===== src/rtl/tlc_pkg.sv =====
// Shared types and lamp constants for the traffic light phase sequencer.
package tlc_pkg;

  typedef enum logic [2:0] {
    ALL_RED,
    MAIN_GRN,
    MAIN_YEL,
    SIDE_GRN,
    SIDE_YEL,
    WALK
  } tlc_state_e;

  typedef enum logic [1:0] {
    LOAD,
    FIRE,
    WAIT
  } tlc_phase_e;

  localparam logic [2:0] LAMP_R = 3'b100;
  localparam logic [2:0] LAMP_Y = 3'b010;
  localparam logic [2:0] LAMP_G = 3'b001;

  // A zero interval would never give the timer a fresh expiry edge.
  function automatic logic interval_ok(int unsigned v);
    return (v >= 1) && (v <= 15);
  endfunction

endpackage


===== src/rtl/tlc_phase_fsm_timer_if.sv =====
// Timer handshake: expiry synchroniser/edge detect, LOAD/FIRE/WAIT phase
// counter and start pulse. arm + value in, one-cycle done out.
module tlc_timer_if
  import tlc_pkg::*;
#(
  parameter logic [3:0] RESET_VALUE = 4'd2
) (
  input  logic       clk,
  input  logic       rst_n,
  input  logic       expired,
  input  logic       arm,
  input  logic [3:0] value,
  output logic       done,
  output logic [3:0] interval_value,
  output logic       start_timer
);

  tlc_phase_e phase_q, phase_d;
  logic       exp_s1_q, exp_s2_q, exp_prev_q;
  logic       boot_q;
  logic       done_q, done_d;
  logic       start_q, start_d;
  logic [3:0] value_q, value_d;
  logic       exp_rise;

  assign exp_rise = exp_s2_q & ~exp_prev_q;

  always_ff @(posedge clk or negedge rst_n) begin
    if (!rst_n) begin
      phase_q    <= LOAD;
      exp_s1_q   <= 1'b0;
      exp_s2_q   <= 1'b0;
      exp_prev_q <= 1'b0;
      boot_q     <= 1'b1;
      done_q     <= 1'b0;
      start_q    <= 1'b0;
      value_q    <= RESET_VALUE;
    end else begin
      phase_q    <= phase_d;
      exp_s1_q   <= expired;
      exp_s2_q   <= exp_s1_q;
      exp_prev_q <= exp_s2_q;
      boot_q     <= 1'b0;
      done_q     <= done_d;
      start_q    <= start_d;
      value_q    <= value_d;
    end
  end

  // The first edge after reset release stands in for the load edge, so the
  // reset interval is held a full cycle before the start pulse.
  always_comb begin
    phase_d = phase_q;
    value_d = value_q;
    start_d = 1'b0;
    done_d  = 1'b0;
    if (arm) begin
      phase_d = LOAD;
      value_d = value;
    end else begin
      unique case (phase_q)
        LOAD: begin
          if (!boot_q) begin
            phase_d = FIRE;
            start_d = 1'b1;
          end
        end
        FIRE:    phase_d = WAIT;
        WAIT:    done_d  = exp_rise;
        default: phase_d = LOAD;
      endcase
    end
  end

  assign done           = done_q;
  assign interval_value = value_q;
  assign start_timer    = start_q;

endmodule


===== src/rtl/tlc_phase_fsm.sv =====
// Traffic light phase sequencer: state FSM, request latches, lamp decode.
// Optional pedestrian walk phase enabled by `define TLC_PED_WALK_EN.
module tlc_phase_fsm
  import tlc_pkg::*;
#(
  parameter int unsigned T_ALLRED   = 2,
  parameter int unsigned T_MAIN_GRN = 8,
  parameter int unsigned T_SIDE_GRN = 5,
  parameter int unsigned T_YEL      = 2,
  parameter int unsigned T_WALK     = 6
) (
  input  logic       clk,
  input  logic       rst_n,
  input  logic       sensor,
  input  logic       expired,
  output logic [3:0] interval_value,
  output logic       start_timer,
  output logic [2:0] main_lights,
  output logic [2:0] side_lights
`ifdef TLC_PED_WALK_EN
  ,
  input  logic       walk_req,
  output logic       walk
`endif
);

  if (!(interval_ok(T_ALLRED) && interval_ok(T_MAIN_GRN) && interval_ok(T_SIDE_GRN) &&
        interval_ok(T_YEL) && interval_ok(T_WALK))) begin : g_bad_interval
    $error("tlc_phase_fsm: every interval parameter must lie in 1..15");
  end

  function automatic logic [3:0] interval_of(tlc_state_e s);
    logic [3:0] v;
    unique case (s)
      MAIN_GRN:           v = 4'(T_MAIN_GRN);
      SIDE_GRN:           v = 4'(T_SIDE_GRN);
      MAIN_YEL, SIDE_YEL: v = 4'(T_YEL);
      WALK:               v = 4'(T_WALK);
      default:            v = 4'(T_ALLRED);
    endcase
    return v;
  endfunction

  tlc_state_e state_q, state_d;
  logic       sens_s1_q, sens_s2_q;
  logic       car_q, car_d;
  logic [2:0] main_q, main_d, side_q, side_d;
  logic       done;
  logic [3:0] next_value;
  logic       walk_pend;
`ifdef TLC_PED_WALK_EN
  logic       walk_s1_q, walk_s2_q;
  logic       walk_pend_q, walk_pend_d;
  logic       walk_q, walk_d;
`endif

  always_ff @(posedge clk or negedge rst_n) begin
    if (!rst_n) begin
      state_q     <= ALL_RED;
      sens_s1_q   <= 1'b0;
      sens_s2_q   <= 1'b0;
      car_q       <= 1'b0;
      main_q      <= LAMP_R;
      side_q      <= LAMP_R;
`ifdef TLC_PED_WALK_EN
      walk_s1_q   <= 1'b0;
      walk_s2_q   <= 1'b0;
      walk_pend_q <= 1'b0;
      walk_q      <= 1'b0;
`endif
    end else begin
      state_q     <= state_d;
      sens_s1_q   <= sensor;
      sens_s2_q   <= sens_s1_q;
      car_q       <= car_d;
      main_q      <= main_d;
      side_q      <= side_d;
`ifdef TLC_PED_WALK_EN
      walk_s1_q   <= walk_req;
      walk_s2_q   <= walk_s1_q;
      walk_pend_q <= walk_pend_d;
      walk_q      <= walk_d;
`endif
    end
  end

  // Clearing on entry takes priority over a request seen on the same edge.
  always_comb begin
`ifdef TLC_PED_WALK_EN
    walk_pend = walk_pend_q;
`else
    walk_pend = 1'b0;
`endif
    state_d = state_q;
    if (done) begin
      unique case (state_q)
        ALL_RED:  state_d = MAIN_GRN;
        MAIN_GRN: state_d = (car_q || walk_pend) ? MAIN_YEL : MAIN_GRN;
        MAIN_YEL: state_d = SIDE_GRN;
        SIDE_GRN: state_d = SIDE_YEL;
        SIDE_YEL: state_d = walk_pend ? WALK : ALL_RED;
        default:  state_d = ALL_RED;
      endcase
    end
    car_d = (done && (state_d == SIDE_GRN)) ? 1'b0 : (car_q | sens_s2_q);
`ifdef TLC_PED_WALK_EN
    walk_pend_d = (done && (state_d == WALK)) ? 1'b0 : (walk_pend_q | walk_s2_q);
`endif
  end

  always_comb begin
    main_d     = LAMP_R;
    side_d     = LAMP_R;
    next_value = interval_of(state_d);
    unique case (state_d)
      MAIN_GRN: main_d = LAMP_G;
      MAIN_YEL: main_d = LAMP_Y;
      SIDE_GRN: side_d = LAMP_G;
      SIDE_YEL: side_d = LAMP_Y;
      default: begin
        main_d = LAMP_R;
        side_d = LAMP_R;
      end
    endcase
`ifdef TLC_PED_WALK_EN
    walk_d = (state_d == WALK);
`endif
  end

  tlc_timer_if #(
    .RESET_VALUE (4'(T_ALLRED))
  ) u_timer_if (
    .clk            (clk),
    .rst_n          (rst_n),
    .expired        (expired),
    .arm            (done),
    .value          (next_value),
    .done           (done),
    .interval_value (interval_value),
    .start_timer    (start_timer)
  );

  assign main_lights = main_q;
  assign side_lights = side_q;
`ifdef TLC_PED_WALK_EN
  assign walk        = walk_q;
`endif

endmodule

===== config.mk =====
export PLATFORM = sky130hd
export DESIGN_NAME = tlc_phase_fsm
export DESIGN_NICKNAME = d
export VERILOG_FILES = /design/src/rtl/tlc_pkg.sv /design/src/rtl/tlc_phase_fsm_timer_if.sv /design/src/rtl/tlc_phase_fsm.sv
export SDC_FILE = /design/constraint.sdc
export NUM_CORES = 1
export LEC_CHECK = 0
export ABC_AREA = 1
export CORE_MARGIN = 2
export CORE_UTILIZATION = 50
export CTS_CLUSTER_SIZE = 10
export DETAILED_ROUTE_END_ITERATION = 16
export PLACE_DENSITY = 0.76
export REMOVE_ABC_BUFFERS = 1
export SLEW_MARGIN = 10
export SYNTH_ARGS = -nofsm -noshare
export SYNTH_HDL_FRONTEND = slang
export SYNTH_SLANG_ARGS = --single-unit

===== constraint.sdc =====
create_clock -name clk -period 1.5 [get_ports clk]
set_input_delay 0.375 -clock clk [delete_from_list [all_inputs] [get_ports clk]]
set_output_delay 0.375 -clock clk [all_outputs]
set_load 0.03 [all_outputs]

## Yosys cells after proc, flatten, opt, wreduce, memory -nomap -nowiden

Cells that the tools add are included.

| cells by class | value |
|---|---|
| bitwise logic cells | 3 |
| equal/unequal tests | 12 |
| reduce and logical (&&, ||, !) cells | 4 |
| mux-type cells | 15 |

Operator list:

| kind | count |
|---|---|
| == test 3 x 2 -> 1 bit, second input constant | 4 |
| one-hot mux 3 bit (2 select lines) | 2 |
| one-hot mux 3 bit (4 select lines) | 1 |
| one-hot mux 4 bit (3 select lines) | 1 |
| == test 3 x 1 -> 1 bit, second input constant | 2 |
| == test 3 bit, second input constant | 2 |
| two-way mux 1 bit | 6 |
| two-way mux 2 bit | 3 |
| one-hot mux 2 bit (3 select lines) | 1 |
| zero test 3 bit | 1 |
| two-way mux 3 bit | 1 |
| != test 3 bit, second input constant | 1 |
| == test 2 x 1 -> 1 bit, second input constant | 1 |
| == test 2 bit, second input constant | 1 |
| zero test 2 bit | 1 |
| != test 2 x 1 -> 1 bit, second input constant | 1 |
| AND reduction 2 bit | 1 |
| bitwise AND 1 bit | 1 |
| logical AND 1 bit | 1 |
| NOT 1 bit | 1 |
| bitwise OR 1 bit | 1 |

| storage, ports and cells | value |
|---|---|
| output and inout bits | 11 |
| register bits | 24 |

## Longest topological paths before layout

Gate-level depths: netlist of the first run.

| logic depth | value |
|---|---|
| word-level depth | 6 |
| gate-level depth with buffers | 8 |
| mapped depth without buffers | 8 |

## Modules after synthesis

From an unflattened synthesis of the first run, not the netlist that was laid out.

| unflattened totals | value |
|---|---|
| cell total of the unflattened synthesis | 93 |
| area total of the unflattened synthesis | 930.9 sq um |

Modules (own cells, without submodules):

| module | times used | area each (sq um) | cells an instance | sequential area each (sq um) |
|---|---|---|---|---|
| tlc_phase_fsm | 1 | 515.5 | 55 | 302.8 |
| tlc_timer_if | 1 | 415.4 | 38 | 302.8 |

## Worst setup path after synthesis of the first run

No wires, ideal clock.

| timing | value |
|---|---|
| path kind | reg-to-reg |
| start | register state_q[2] |
| end | register main_q[2], in the netlist main_lights[2] |
| arrival | 988 ps |
| cell stages (with the launch flop) | 9 |
| data required time | 1,424 ps |
| path buffers | 0 |
| slack | 436 ps |
| setup time | 76 ps |
| path through | dfrtp_1 -> inv_2 -> nand2_1 -> inv_1 -> nand2_2 -> nand2_4 -> nand2_1 -> nor2_2 -> nor2_2 |

| between the ends | value |
|---|---|
| word-level cells in the longest chain between the ends | 5 |

RTL lines:

| item | RTL line | source |
|---|---|---|
| start: declaration | tlc_phase_fsm.sv:44 | `tlc_state_e state_q, state_d;` |
| start signal: assignment | tlc_phase_fsm.sv:72 | `state_q <= state_d;` |
| == test 3 x 2 -> 1 bit (tied with other cells) | tlc_phase_fsm.sv:96 | `unique case (state_q)` |
| one-hot mux 3 bit (4 select lines) * | tlc_phase_fsm.sv:96 |  |
| two-way mux 3 bit * | tlc_phase_fsm.sv:95 | `if (done) begin` |
| net state_d[0] | tlc_phase_fsm.sv:44 |  |
| == test 3 x 2 -> 1 bit or == test 3 x 1 -> 1 bit (tied branches) | tlc_phase_fsm.sv:115 | `unique case (state_d)` |
| one-hot mux 3 bit (2 select lines) * | tlc_phase_fsm.sv:115 |  |
| net main_d[2] | tlc_phase_fsm.sv:47 | `logic [2:0] main_q, main_d, side_q, side_d;` |
| end signal: assignment | tlc_phase_fsm.sv:76 | `main_q <= main_d;` |
| end: declaration | tlc_phase_fsm.sv:47 |  |

Mark *: on every way through the listed nets, which the timed path passes. The rest lies on a longest branch.
A chain may end at the register's enable or synchronous reset.

## Worst setup path in the final report of the first run

| timing | value |
|---|---|
| start | register u_timer_if.value_q[2], in the netlist u_timer_if.interval_value[2] |
| end | output interval_value[2] |

RTL lines:

| item | RTL line | source |
|---|---|---|
| start: declaration | tlc_phase_fsm_timer_if.sv:23 | `logic [3:0] value_q, value_d;` |
| start signal: assignment | tlc_phase_fsm_timer_if.sv:46 | `value_q <= value_d;` |
| end: declaration | tlc_phase_fsm.sv:16 | `output logic [3:0] interval_value,` |

No word-level cell between the ends.

==> flow_summary.yaml, run 1 <==
yosys:
  synthCells: 77
  synth_sequential_area_ratio_pct: 66.39
  synth_area_um2: 912.1
  yosysWarnings: 0
  syn_area_per_cell_um2: 11.85
  synth-seq-cells: 24
  ys_types: 25
timing:
  fin_tns_setup_ps: 0
  max_freq_ghz: 0.6964
  rsz0062_at_grt: "false"
  drv_slew: 0
  fin_crit_sh_pct: 95.73
  finalClockSkew_ps: 6.517
  setup_viol: 0
  period_minus_slack_ps: 1436
  finalHoldViolCount: 0
setup_path:
  cp_max_fo: 2
  critical_path_buf_inv_count: 1
  critical_path_class: "reg -> out"
  end_kind: "output pin"
  crit_chain: "dlygate4sd2_1"
  worstPathArrival_ps: 1060
  slowest_stage: "dlygate4sd2_1"
  start_kind: "flop"
  cp.required_ps: 1120
  cp_top_family: "buffers and inverters"
  max_stage_delay_ps: 400
cells_and_area:
  final_cell_mix: "dfrtp_1, nand2_1, dlygate4sd2_1, inv_1, buf_4"
  n_antenna_cell: 0
  drive_gt1_share_pct: 31.96
  layout.cells.non_filler: 122
  final_common_cell: "dfrtp_1"
  final_nets: 102
  syn_to_final_growth_pct: 22.09
route:
  routed_wl_um: 1426
  dr.pass1.iters: 4
  wl_per_cell_um: 11.69
  ant_nets: 0
  drt-initial-drc-count: 1
  viasPerCell: 4.721
  vias: 576
  drc_errors: 0
clock_tree:
  htreeDepth: 1
  cts_tree: "done"
  cts_root_buffer: "clkbuf_4"
  clock_latency_ps: 300
  cts_buffer_depth: 2
  post-cts-setup-buffers: 0
  clkTransAtPathRegs_ps: 130
  cts-hold-fix-buffers: 0
  cts_num_sinks: 24
  cts_resized: 8
  cts_made_buffers: 3
placed_design:
  io_buffers: 14
  dp_hpwl_um: 1062
  dp.cells: 118
  finalWeightedCongestion: 0.7268
grt:
  grt_overflow_total: 0
  antenna_found_initial: 0
  grt.total_usage_pct: 16.91
  grt_pass1_vias: 544
  grt_pass1_wl_um: 2470
  grt_max_degree: 25
die:
  initial_core_util_pct: 52.83
  dieArea_um2: 2182
  die_w_um: 46.71
  placementRows: 15
  fp.dieH_um: 46.71
  core_area_um2: 1727
  ios: 15
run_status:
  status: "finished clean"
run:
  maxCapViolations: 0
power:
  ir_drop_mv: 1.254
  power_leakage_nw: 0.5632
  power.density_nw_per_um2: 2099
worst_hold_path:
  min_path_type: "reg -> reg"
Yosys cell counts, drive strengths merged:
| master | n | area, µm² |
|---|---|---|
| a21oi | 2 | 25.03 |
| buf | 1 | 11.26 |
| conb | 1 | 3.750 |
| dfrtp | 20 | 500.5 |
| dfstp | 4 | 105.1 |
| inv | 9 | 33.78 |
| nand2 | 18 | 82.58 |
| nand3 | 3 | 25.02 |
| nand4 | 1 | 6.260 |
| nor2 | 8 | 55.05 |
| nor3 | 1 | 5.000 |
| nor3b | 1 | 7.510 |
| nor4 | 2 | 12.51 |
| o2111ai | 1 | 8.760 |
| o211ai | 1 | 7.510 |
| o21a | 1 | 7.510 |
| o21ai | 3 | 15.01 |
worst paths after layout:
path	to	startpoint	depth (start not counted)	slack (ps)
max	interval_value[2]	u_timer_if.interval_value[2]	1	60
max reg2reg	side_lights[2]	u_timer_if.done	6	240
max in group asynchronous	u_timer_if.boot_q	rst_n	2	810
min	u_timer_if.exp_s2_q	u_timer_if.exp_s1_q	0	370
min reg2reg	u_timer_if.exp_s2_q	u_timer_if.exp_s1_q	0	370
min in group asynchronous	u_timer_if.interval_value[2]	rst_n	2	400
report_power, final:
part / internal (mW) / leakage (nW) / switching, mW / total [mW]
sequential: 0.876 / 0.292 / 0.142 / 1.02
clock: 0.148 / 0.0210 / 0.179 / 0.327
combinational: 0.343 / 0.251 / 0.649 / 0.992
state kept, by name, summed over array words and instances, names as in the netlist:
name,count
car_q,1
main_lights,3
sens_s1_q,1
sens_s2_q,1
side_lights,3
state_q,3
u_timer_if.boot_q,1
u_timer_if.done,1
u_timer_if.exp_prev_q,1
u_timer_if.exp_s1_q,1
u_timer_if.exp_s2_q,1
u_timer_if.interval_value,4
u_timer_if.phase_q,2
u_timer_if.start_timer,1
layer usage:
layer / routed length, µm / vias up / part of all wire [%] / GRT usage, %
met5: 0 / - / 0 / 0
met1: 644 / 275 / 45 / 23.54
met4: 6 / 0 / 0.42 / 8.333
met2: 721 / 11 / 51 / 26.11
li1: - / 288 / - / -
met3: 53 / 2 / 3.7 / 2.353
metrics by stage:
step	hold WS [ps]	power [mW]	worst slack, ps	area [µm²]	util (%)
floorplan	79.41	1.734	266.8	900.9	-
global placement	331.7	2.058	147.2	1087	62.97
detailed placement	338.1	2.097	128.6	1087	62.97
CTS	369.0	2.359	46.71	1114	64.49
global route	383.7	2.497	0.2054	1114	64.49
finish	365.7	2.337	64.00	1114	64.49
kinds of logic after synthesis:
group,after synthesis,synth area share [%]
buffers and inverters,10,4.938
other,1,0.4111
AO/OA/AOI/OAI,8,6.997
flip-flops,24,66.39
AND/OR/NAND/NOR,34,21.26
final cells by class:
type / instances / area [µm²]
Fill cell: 151 / 613.1
Sequential cell: 24 / 605.6
Multi-Input combinational cell: 43 / 261.5
Timing Repair Buffer: 17 / 145.1
Clock buffer: 4 / 36.28
Inverter: 9 / 33.78
Tap cell: 25 / 31.28
(Power assumes the default switching activity.)
==> run 2: changes to the inputs <==
--- a/config.mk
+++ b/config.mk
@@ -6,13 +6,17 @@
 export NUM_CORES = 1
 export LEC_CHECK = 0
 export ABC_AREA = 1
+export CELL_PAD_IN_SITES_DETAIL_PLACEMENT = 1
+export CELL_PAD_IN_SITES_GLOBAL_PLACEMENT = 2
 export CORE_MARGIN = 2
-export CORE_UTILIZATION = 50
+export CORE_UTILIZATION = 33
 export CTS_CLUSTER_SIZE = 10
 export DETAILED_ROUTE_END_ITERATION = 16
-export PLACE_DENSITY = 0.76
+export GPL_ROUTABILITY_DRIVEN = 0
+export PLACE_DENSITY_LB_ADDON = 0.1
 export REMOVE_ABC_BUFFERS = 1
 export SLEW_MARGIN = 10
 export SYNTH_ARGS = -nofsm -noshare
 export SYNTH_HDL_FRONTEND = slang
 export SYNTH_SLANG_ARGS = --single-unit
+export TNS_END_PERCENT = 10
==> flow_summary.yaml, run 2 (synthesis gave the netlist of run 1 again) <==
run_status:
  status: "finished clean"
grt:
  antenna_found_initial: 0
  grt_overflow_total: 0
  use_met2_pct: 18.44
  grt_max_degree: 25
  use_met3_pct: 2.304
  use_met1_pct: 14.46
  top_usage_layer: "met2"
  grt_pass1_wl_um: 2773
  grt_pass1_vias: 615
  grt.total_usage_pct: 11.33
die:
  ios: 15
  placementRows: 19
  dieArea_um2: 3201
  fp.dieH_um: 56.58
  core_area_um2: 2686
  initial_core_util_pct: 33.95
  die_w_um: 56.58
worst_hold_path:
  min_path_type: "reg -> reg"
  hold_start: "sens_s1_q"
route:
  wl_per_cell_um: 11.77
  dr.pass1.iters: 2
  drc_errors: 0
  vias: 597
  routed_wl_um: 1506
  viasPerCell: 4.664
  ant_nets: 0
  drt-initial-drc-count: 4
cells_and_area:
  final_nets: 102
  final_area_um2: 1135
  n_antenna_cell: 0
  post-route-util_pct: 42.25
  syn_to_final_growth_pct: 24.42
  drive_gt1_share_pct: 31.96
  largest_reg_flops: 4
  final_cell_mix: "dfrtp_1, nand2_1, dlygate4sd2_1, inv_1, buf_4"
  final_common_cell: "dfrtp_1"
clock_tree:
  cts_num_sinks: 24
  cts_buffer_depth: 2
  cts_root_buffer: "clkbuf_4"
  cts_made_buffers: 3
  post-cts-setup-buffers: 0
  cts-hold-fix-buffers: 0
  clock_latency_ps: 300
  cts_tree: "done"
  cts_resized: 8
  clkTransAtPathRegs_ps: 120
  htreeDepth: 1
setup_path:
  crit_start: "u_timer_if.interval_value[2]"
  cp_top_family: "buffers and inverters"
  max_stage_delay_ps: 390
  cp_max_fo: 2
  cp.required_ps: 1120
  worstPathArrival_ps: 1050
  slowest_stage: "dlygate4sd2_1"
  critical_path_class: "reg -> out"
  r2r-start: "u_timer_if.done"
  end_kind: "output pin"
  critical_path_buf_inv_count: 1
  start_kind: "flop"
  crit_chain: "dlygate4sd2_1"
power:
  power_leakage_nw: 0.5653
  power.density_nw_per_um2: 2057
  ir_drop_mv: 0.9041
timing:
  drv_slew: 0
  finalHoldViolCount: 0
  finalClockSkew_ps: 1.549
  rsz0062_at_grt: "false"
  fin_tns_setup_ps: 0
  max_freq_ghz: 0.7016
  fin_crit_sh_pct: 95.02
  period_minus_slack_ps: 1425
  setup_viol: 0
  hold_slack_ps: 364.3
placed_design:
  dp_hpwl_um: 1108
  dpl-instance-area_um2: 1107
  io_buffers: 14
run:
  maxCapViolations: 0
-- run 2: changes by cell type in the layout (fill, tap and decap cells not counted), sizes merged --
cell,previous run,this run
dlygate4sd2,8,7
clkdlybuf4s15,0,1
-- run 2: cell type report --
type	instances	area, µm²
Multi-Input combinational cell	43	261.5
Tap cell	31	38.79
Sequential cell	24	605.6
Inverter	9	33.78
Clock buffer	4	36.28
Fill cell	309	1551
Timing Repair Buffer	17	158.9
-- run 2: per-stage QoR --
stage	instances	worst slack, ps	total power [mW]
floorplan	76	266.8	1.734
global placement	124	142.6	2.088
detailed placement	124	138.3	2.109
CTS	128	47.47	2.381
global route	128	1.805	2.522
finish	128	74.63	2.334
-- run 2: per-layer routing --
layer | wire length (µm) | vias to the layer above
li1 | - | 285
met1 | 702 | 302
met2 | 730 | 8
met3 | 54 | 2
met4 | 18 | 0
met5 | 0 | -
-- run 2: path summary, 6_finish.rpt --
path	to	slack, ps	cells after the start
hold reg to reg	sens_s2_q	360	0
max in group asynchronous	side_lights[2]	870	2
setup reg to reg	main_lights[2]	220	6
hold / removal	sens_s2_q	360	0
min in group asynchronous	u_timer_if.interval_value[0]	410	2
setup / recovery	interval_value[2]	70	1
-- run 2: power by group --
| group | switching, mW | internal [mW] | total, mW |
|---|---|---|---|
| clock network | 0.177 | 0.148 | 0.325 |
| logic | 0.646 | 0.349 | 0.995 |
| registers | 0.138 | 0.876 | 1.01 |
==> run 3: changes to the inputs <==
--- a/config.mk
+++ b/config.mk
@@ -12,7 +12,6 @@
 export CORE_UTILIZATION = 33
 export CTS_CLUSTER_SIZE = 10
 export DETAILED_ROUTE_END_ITERATION = 16
-export GPL_ROUTABILITY_DRIVEN = 0
 export PLACE_DENSITY_LB_ADDON = 0.1
 export REMOVE_ABC_BUFFERS = 1
 export SLEW_MARGIN = 10
==> constraint.sdc (replaced) <==
create_clock -name clk -period 1.5 [get_ports clk]
set_input_delay 0.3 -clock clk [delete_from_list [all_inputs] [get_ports clk]]
set_output_delay 0.3 -clock clk [all_outputs]
set_load 0.03 [all_outputs]
==> flow_summary.yaml, run 3 (synthesis gave the netlist of run 1 again) <==
run_status:
  status: "finished clean"
power:
  power_leakage_nw: 0.5599
  power.density_nw_per_um2: 2081
  pwr-share-clk_pct: 14.1
  p_sw_mw: 0.9614
  combPwrFrac_pct: 42.4
  ir_drop_mv: 0.8560
  p_sw_share_pct: 41.35
  seqPwrFrac_pct: 43.5
  p_int_mw: 1.364
grt:
  grt_pass1_vias: 626
  grt_pass1_wl_um: 2760
  antenna_found_initial: 0
  grt.total_usage_pct: 11.17
  grt_max_degree: 25
  grt_overflow_total: 0
cells_and_area:
  final_common_cell: "dfrtp_1"
  largest_reg_flops: 4
  n_antenna_cell: 0
  syn_to_final_growth_pct: 22.50
  final_area_um2: 1117
  fillers: 296
  final_cell_mix: "dfrtp_1, nand2_1, dlygate4sd2_1, inv_1"
  drive_gt1_share_pct: 31.25
  final_nets: 101
timing:
  period_minus_slack_ps: 1422
  fin_tns_setup_ps: 0
  finalClockSkew_ps: 5.833
  finalHoldViolCount: 0
  drv_slew: 0
  rsz0062_at_grt: "false"
  setup_viol: 0
  fin_crit_sh_pct: 94.82
  max_freq_ghz: 0.7031
clock_tree:
  cts-hold-fix-buffers: 0
  htreeDepth: 1
  cts_tree: "done"
  post-cts-setup-buffers: 0
  cts_buffer_depth: 2
  cts_made_buffers: 3
  clock_latency_ps: 300
  cts_num_sinks: 24
  cts_root_buffer: "clkbuf_4"
  clkTransAtPathRegs_ps: 130
placed_design:
  finalWeightedCongestion: 0.6861
  io_buffers: 14
  dp_hpwl_um: 1103
  dpl-instance-area_um2: 1090
route:
  drt-initial-drc-count: 11
  drc_errors: 0
  ant_nets: 0
  viasPerCell: 4.638
  vias: 589
  wl_per_cell_um: 11.79
  dr.pass1.iters: 4
  routed_wl_um: 1497
setup_path:
  worstPathArrival_ps: 1120
  r2r_cells: 6
  cp_max_fo: 1
  regToRegSetupSlack_ps: 280
  critical_path_class: "reg -> out"
  cp_top_family: "flip-flops"
  critical_path_buf_inv_count: 1
  end_kind: "output pin"
  cp.required_ps: 1200
  r2r_end: "main_lights[2]"
  max_stage_delay_ps: 540
  start_kind: "flop"
  crit_chain: "clkdlybuf4s15_2"
  r2r-start: "u_timer_if.done"
  slowest_stage: "dfstp_2"
die:
  fp.dieH_um: 56.58
  initial_core_util_pct: 33.95
  dieArea_um2: 3201
  placementRows: 19
  core_area_um2: 2686
  die_w_um: 56.58
  ios: 15
worst_hold_path:
  min_path_type: "in -> async"
run:
  maxCapViolations: 0
run 3: cell count changes in the layout (fill, tap and decap cells not counted):
cell,delta
clkdlybuf4s15_2,+1
buf_12,-1
clkdlybuf4s15_1,-1
buf_4,-1
dlygate4sd2_1,+1
run 3: how the worst max path moves through the flow:
stage                     from             end  cells after the start  slack [ps]
2_1_floorplan  u_timer_if.done  main_lights[2]                      7         270
3_3_place_gp    side_lights[2]  side_lights[2]                      1          50
3_5_place_dp    side_lights[2]  side_lights[2]                      1          50
4_1_cts         side_lights[2]  side_lights[2]                      1          60
5_1_grt         side_lights[2]  side_lights[2]                      1          10
6_report        side_lights[2]  side_lights[2]                      1          80
run 3: power groups by stage:
| stage | clock [mW] | sequential, mW | combinational (mW) |
|---|---|---|---|
| 6_report | 0.329 | 1.01 | 0.985 |
| 5_1_grt | 0.380 | 1.05 | 1.09 |
| 4_1_cts | 0.351 | 1.02 | 1.00 |
| 3_5_place_dp | 0 | 1.03 | 1.07 |
| 3_3_place_gp | 0 | 1.03 | 1.05 |
| 2_1_floorplan | 0 | 1.28 | 0.456 |
run 3: cell type report:
class                      instances  area (µm²)  area share [%]
tap                               31       38.79           3.471
sequential                        24       605.6           54.20
inverter                           9       33.78           3.024
clock buffer                       4       36.28           3.247
multi-input combinational         43       261.5           23.40
timing repair buffer              16       141.4           12.65
run 3: layer usage:
layer	routed length, µm	track usage (%)	up-vias
met2	742	17.61	8
met5	0	0	-
met3	58	2.304	2
li1	-	-	280
met1	678	14.26	299
met4	17	6.122	0
run 3: per-stage QoR:
| stage | util, % | total power [mW] | setup WS, ps | std cells | hold WS (ps) |
|---|---|---|---|---|---|
| 3_5_place_dp | 40.57 | 2.101 | 51.20 | 123 | 341.7 |
| 6_report | 41.59 | 2.325 | 77.73 | 127 | 342.2 |
| 4_1_cts | 41.59 | 2.372 | 57.01 | 127 | 335.4 |
| 2_1_floorplan | - | 1.734 | 266.8 | 76 | 4.409 |
| 3_3_place_gp | 40.57 | 2.082 | 53.00 | 123 | 333.2 |
| 5_1_grt | 41.59 | 2.517 | 14.93 | 127 | 347.1 |
run 3: what timing repair did:
action / CTS / global route
hold endpoints to repair: 0 / 0
endpoints found under the setup margin: 9 / 0
resized for setup: 11 / 0
